### src/rtl/pipe_ctrl.sv
// Pipeline sequencer: merges stage stall requests, sequences multi-cycle EX ops, applies flushes.
// Optional stall perf counter is built when STALL_PERF_CNT_EN is defined.
//
// state   | meaning
// IDLE    | no multi-cycle op; a start here is accepted and stalls this cycle
// MC_RUN  | op in flight, counter holds remaining stall cycles
// MC_DONE | result valid in EX; held while MEM stalls
module pipe_ctrl #(
  parameter int MC_CNT_W = 6
) (
  input  logic                clk,
  input  logic                rst,
  input  logic                stallreq_if,
  input  logic                stallreq_id,
  input  logic                stallreq_ex,
  input  logic                stallreq_mem,
  input  logic                ex_mc_start,
  input  logic [MC_CNT_W-1:0] ex_mc_cycles,
  input  logic                flush_req,
  input  logic [31:0]         flush_pc,
  output logic [5:0]          stall,
  output logic                flush,
  output logic [31:0]         new_pc,
  output logic                mc_busy,
  output logic                mc_done,
  output logic [31:0]         stall_cycles
);
  localparam int STALL_W = 6;
  localparam logic [STALL_W-1:0] STALL_MEM  = 6'b011111;
  localparam logic [STALL_W-1:0] STALL_EX   = 6'b001111;
  localparam logic [STALL_W-1:0] STALL_ID   = 6'b000111;
  localparam logic [STALL_W-1:0] STALL_IF   = 6'b000011;
  localparam logic [STALL_W-1:0] STALL_NONE = 6'b000000;

  typedef enum logic [1:0] {IDLE, MC_RUN, MC_DONE} state_e;

  state_e              state_q, state_d;
  logic [MC_CNT_W-1:0] cnt_q, cnt_d;
  logic [MC_CNT_W-1:0] mc_len;
  logic                mc_accept;

  assign mc_len    = (ex_mc_cycles == '0) ? MC_CNT_W'(1) : ex_mc_cycles;
  assign mc_accept = (state_q == IDLE) && ex_mc_start;

  always_ff @(posedge clk or negedge rst) begin
    if (!rst) begin
      state_q <= IDLE;
      cnt_q   <= '0;
    end else begin
      state_q <= state_d;
      cnt_q   <= cnt_d;
    end
  end

  always_comb begin
    state_d = state_q;
    cnt_d   = cnt_q;
    if (flush_req) begin
      state_d = IDLE;
      cnt_d   = '0;
    end else begin
      case (state_q)
        IDLE: begin
          if (ex_mc_start) begin
            if (mc_len == MC_CNT_W'(1)) begin
              state_d = MC_DONE;
              cnt_d   = '0;
            end else begin
              state_d = MC_RUN;
              cnt_d   = mc_len - MC_CNT_W'(1);
            end
          end
        end
        MC_RUN: begin
          cnt_d = cnt_q - MC_CNT_W'(1);
          // <=1 also catches an impossible zero count instead of wrapping
          if (cnt_q <= MC_CNT_W'(1)) begin
            state_d = MC_DONE;
            cnt_d   = '0;
          end
        end
        MC_DONE: begin
          if (!stallreq_mem) state_d = IDLE;
        end
        default: begin
          state_d = IDLE;
          cnt_d   = '0;
        end
      endcase
    end
  end

  // Outputs are forced quiet while reset is held, even with requests present.
  always_comb begin
    logic ex_src;
    ex_src  = stallreq_ex || (state_q == MC_RUN) || mc_accept;
    stall   = STALL_NONE;
    flush   = 1'b0;
    new_pc  = 32'h0;
    mc_busy = 1'b0;
    mc_done = 1'b0;
    if (rst) begin
      if (flush_req) begin
        flush  = 1'b1;
        new_pc = flush_pc;
      end else begin
        mc_busy = (state_q == MC_RUN) || mc_accept;
        mc_done = (state_q == MC_DONE);
        if (stallreq_mem)     stall = STALL_MEM;
        else if (ex_src)      stall = STALL_EX;
        else if (stallreq_id) stall = STALL_ID;
        else if (stallreq_if) stall = STALL_IF;
      end
    end
  end

`ifdef STALL_PERF_CNT_EN
  logic [31:0] stall_cycles_q, stall_cycles_d;

  always_comb begin
    stall_cycles_d = stall_cycles_q;
    if (stall[0] && !flush && (stall_cycles_q != 32'hFFFF_FFFF))
      stall_cycles_d = stall_cycles_q + 32'd1;
  end

  always_ff @(posedge clk or negedge rst) begin
    if (!rst) stall_cycles_q <= 32'h0;
    else      stall_cycles_q <= stall_cycles_d;
  end

  assign stall_cycles = stall_cycles_q;
`else
  assign stall_cycles = 32'h0;
`endif

endmodule

### config.mk
export PLATFORM = sky130hd
export DESIGN_NAME = pipe_ctrl
export DESIGN_NICKNAME = d
export VERILOG_FILES = /design/src/rtl/pipe_ctrl.sv
export SDC_FILE = /design/constraint.sdc
export NUM_CORES = 1
export LEC_CHECK = 0
export CAP_MARGIN = 40
export CORE_MARGIN = 4
export CORE_UTILIZATION = 30
export CTS_BUF_LIST = sky130_fd_sc_hd__clkbuf_16
export DETAILED_ROUTE_END_ITERATION = 8
export PLACE_DENSITY = 0.82
export RECOVER_POWER = 25
export SLEW_MARGIN = 30
export SYNTH_ARGS = -nofsm -noshare
export SYNTH_HDL_FRONTEND = slang
export SYNTH_SLANG_ARGS = --single-unit
### constraint.sdc
create_clock -name clk -period 1.8 [get_ports clk]
set_input_delay 0.54 -clock clk [delete_from_list [all_inputs] [get_ports clk]]
set_output_delay 0.54 -clock clk [all_outputs]
set_load 0.01 [all_outputs]
-- Word level (Yosys, flattened, before mapping)
Cells that the tools add are included.
Widths: inputs -> output; s select.
- mux-type cells: 26
- order comparisons: 1
- $add $sub $neg: 2
- equality and inequality tests: 7
- reduce and logical (&&, ||, !) cells: 8
- operator list (kind ; count):
    $mux 32 ; 2
    $mux 6 ; 6
    $pmux 6 s3 ; 1
    $mux 2 ; 6
    $sub 6x1->6 const B ; 2
    $mux 5 ; 2
    $ne 3x3->1 const B ; 3
    $eq 6x1->1 const B ; 1
    $le 6x1->1 const B ; 1
    $logic_not 6->1 ; 1
    $mux 1 ; 6
    $pmux 2 s3 ; 1
    $mux 4 ; 1
    $logic_or 1x1->1 ; 3
    $mux 3 ; 1
    $reduce_and 3->1 ; 1
    $eq 2x1->1 const B ; 1
    $eq 2x2->1 const B ; 1
    $logic_not 2->1 ; 1
    $ne 2x2->1 const B ; 1
    $reduce_and 2->1 ; 1
    $logic_and 1x1->1 ; 1
- output and inout port bits: 73
- register bits: 8
- bits of input ports: 46
- logic and storage cells: 46

-- Longest topological paths before layout
- depth after elaboration: 7
- mapped depth: 7
- mapped depth without buffers: 7

-- Worst setup path before layout
No wires, ideal clock.
- kind: input to output
- from: input port flush_req
- to: output port stall[1]
- stages: 4
- required time: 1260 ps
- arrival time: 1280 ps
- path slack: -20 ps
- path buffers: 2
- cell sequence: clkbuf_1 nand2b_1 nor2_1 buf_4
- word-level cells in the longest chain between the ends: 2
- ends and longest elaborated chain (element ; line ; RTL):
    start: declaration ; 19 ; input logic flush_req,
    $mux 5 ; 103 ; if (flush_req) begin
    $mux 6 ; 102 ; if (rst) begin
    end: declaration ; 21 ; output logic [5:0] stall,
Every way passes these cells.

-- Worst setup path after layout
- from: input port ex_mc_cycles[0]
- to: register state_q[1]
- word-level cells in the longest chain between the ends: 7
- ends and longest elaborated chain (element ; line ; RTL):
    start: declaration ; 18 ; input logic [MC_CNT_W-1:0] ex_mc_cycles,
    $logic_not 6->1 ; 42 ; assign mc_len = (ex_mc_cycles == '0) ? MC_CNT_W'(1) : ex_mc_cycles;
    $mux 6 (*) ; 42 ;
    $eq 6x1->1 (*) ; 65 ; if (mc_len == MC_CNT_W'(1)) begin
    $mux 2 (*) ; 65 ;
    $mux 2 (*) ; 64 ; if (ex_mc_start) begin
    $pmux 2 s3 (*) ; 62 ; case (state_q)
    $mux 2 (*) ; 58 ; if (flush_req) begin
    end signal: assignment ; 50 ; state_q <= state_d;
    end: declaration ; 37 ; state_e state_q, state_d;
Every way passes the cells marked *; elsewhere a longest branch is shown, timed or not. The select of a mux whose other input is x is not followed.
A chain may end at the register's enable or synchronous reset.

==> reports/metrics.csv <==
stage,metric,value,unit
outcome,status,finished clean,
logic_synthesis,largest area contributor in the netlist,buf_4,
worst_setup_path,WP data required,1920,ps
detailed_routing,DR vias/cell,4.72,
logic_synthesis,Synth Flop Type,dfrtp_1,
detailed_routing,First-pass DRT Iterations,4,
worst_setup_path,Critical Path Source Type,input pin,
clock_tree,cts hold-fix bufs,0,
die,DIE HEIGHT,71.2,um
clock_tree,clock buffer depth,2,
worst_setup_path,critical path's slowest cell,clkdlybuf4s50_1,
pwr,worst IR drop on VDD,0.337,mV
logic_synthesis,Mapped Area,0.00120,mm2
detailed_routing,drt wl/cell,14.8,um
worst_setup_path,Crit path buffers/inverters,2,
logic_synthesis,ys async rst share,1.00,
die,die area,0.00508,mm2
final_layout,number of fill cells,342,
logic_synthesis,number of synthesized flops with an enable pin,0,
timing,total negative slack,0,ps
job,maxcap violations,0,
pwr,P_leak,1.36,nW
placed_design,Buffers on Ports,85,
timing,clock skew,1.88,ps
clock_tree,clk root buf,clkbuf_16,
worst_setup_path,CP Class,input pin to flop,
final_layout,# nets final,320,
detailed_routing,1st-iter DRT viols,72,
worst_setup_path,"critical path, cell by cell","clkdlybuf4s50_1, a21oi_1, inv_2, ha_2, nand3_2, o21ai_2, a32o_1",
pwr,Power Total,0.00136,W
global_routing,first-pass GRT wire length,6.97,mm
logic_synthesis,area share of the largest cell type after synthesis,0.213,
timing,Final Cycle Share,0.996,
worst_setup_path,endpoint class of the critical path,flop,
clock_tree,clock sink count,8,
logic_synthesis,"top cells by area, synth","buf_4 (21%), and3_1 (17%), dfrtp_1 (17%)",
worst_setup_path,CP arrival,1910,ps
global_routing,largest net degree at the start of global routing,16,
global_routing,number of global-route vias before repair,1410,
logic_synthesis,synth unique cells,40,
placed_design,"Cell Area, Placed",0.00217,mm2
timing,Max Slew Vio Count,0,
die,core box area,0.00377,mm2
logic_synthesis,Yosys Warn Count,0,
timing,endpoints failing setup,0,
die,initial core utilization,0.318,
global_routing,Tot GR Track Use,0.170,
placed_design,placed instance count,308,
timing,hold slack,458,ps
die,Rows,22,
timing,post-layout min period,1790,ps
timing,Final Hold Viols,0,
clock_tree,Skew-Pair Late Insertion Delay,240,ps
final_layout,non-filler instance count after layout,316,
logic_synthesis,"Avg Cell Area, Syn",7.50,um2
final_layout,share of cells above drive strength 1,0.381,
die,io pins,119,
worst_setup_path,Crit path max-delay family,compound AO/OA/AOI/OAI gates,
clock_tree,CTS tree,done,
worst_setup_path,"Max FO, Critical Path",3,
detailed_routing,ANT nets after route,0,
logic_synthesis,Seq cells post-synth,8,
logic_synthesis,sequential area share after synthesis,0.167,
detailed_routing,DRT Wirelength,4.68,mm
timing,Fmax achieved,558,MHz
clock_tree,register clock-pin slew on the reported worst setup and hold paths,40,ps
global_routing,antenna violations before repair,0,
die,Horiz. Die Dim,71.2,um
placed_design,gpl congestion,0.919,
detailed_routing,Vias,1493,
pwr,Power Dens Cells,616,mW/mm2
timing,RSZ-0062 raised after global routing,true,
worst_setup_path,CP peak stage delay,460,ps
final_layout,# diodes,0,
placed_design,Post-DP HPWL,3.41,mm
detailed_routing,DRC,0,
clock_tree,H-tree depth,1,
clock_tree,CTS buffer count,3,
final_layout,Finished Cell Area,0.00221,mm2
worst_hold_path,Hold WC Path Type,input pin to async pin,
final_layout,Layout area overhead,84.2,%
global_routing,GRT overflow,0,
logic_synthesis,Post-Syn Instances,160,
==> final cells by class <==
class	instances	area, um2	share of cell area
Sequential cell	8	200	0.0906
Multi-Input combinational cell	136	902	0.408
Clock buffer	3	75.1	0.0340
Tap cell	48	60.1	0.0272
Timing Repair Buffer	115	950	0.430
Inverter	6	22.5	0.0102
==> registers in the layout, indices dropped and copies added (netlist names) <==
register,flops
cnt_q,6
state_q,2
==> timing repair <==
action | CTS | global route
pin swaps | 24 | 25
endpoints found under the setup margin | 48 | 39
resized for setup | 214 | 39
cloned | 2 | 1
setup buffers | 0 | 2
==> cells in the mapped netlist (all sizes together), types with 3 or more instances <==
cell and number:
a21oi 3, and2 3, and3 33, buf 35, clkbuf 7, dfrtp 8, ha 4, inv 6
nand2 4, nand3 3, nor2 14, nor3 5, nor4 3, o21ai 5, o22ai 3
==> final timing paths <==
check | to | slack, ps | cells past startpoint | start
max in group asynchronous | cnt_q[5] | 1120 | 3 | rst
max reg2reg | cnt_q[1] | 130 | 6 | cnt_q[0]
min | state_q[0] | 460 | 3 | rst
max | state_q[1] | 6 | 7 | ex_mc_cycles[0]
min reg2reg | cnt_q[1] | 560 | 1 | cnt_q[1]
min in group clk | cnt_q[1] | 560 | 1 | cnt_q[1]
==> cell families (layout without fill, tap and decap cells) <==
group	Yosys count	in the layout	share of synthesized area
DFF	8	8	0.167
buffers and inverters	48	124	0.263
and+or+nand+nor	73	73	0.350
muxes	1	1	0.00834
other	1	33	0.00313
xor gates and xnor gates	2	2	0.0146
adders and majority gates	4	4	0.0417
AOI/OAI and AO/OA	23	23	0.152
==> worst min-delay path: cells and delay by family <==
| family | cells | cell delay, ps |
|---|---|---|
| buffers and inverters | 3 | 480 |
==> cell usage in the layout (no fill, tap or decap), drive strengths merged, types with 4 or more instances in the layout <==
cell,instances
buf,68
conb,33
and3,33
dlymetal6s2s,19
dlygate4sd2,18
nor2,14
clkbuf,10
dfrtp,8
inv,6
nor3,5
o21ai,5
nand2,4
ha,4
==> per-stage QoR <==
stage / setup slack (ps) / utilization
6_report: 6.41 / 0.586
5_1_grt: -33.9 / 0.586
4_1_cts: -3.50 / 0.558
3_5_place_dp: -851 / 0.574
3_3_place_gp: -812 / 0.574
2_1_floorplan: 25.0 / -
==> where the power goes <==
group	switching, W	internal, W
Clock	0.0000897	0.000286
Combinational	0.000358	0.000340
Sequential	0.0000633	0.000223
==> per-layer routing <==
metal	up-vias	share of wire	global-route usage
met5	-	0	0
met4	0	0.016	0.0501
met3	8	0.071	0.0351
met2	67	0.55	0.315
met1	705	0.36	0.194
li1	713	-	-
Power figures use the tool's default switching activity.
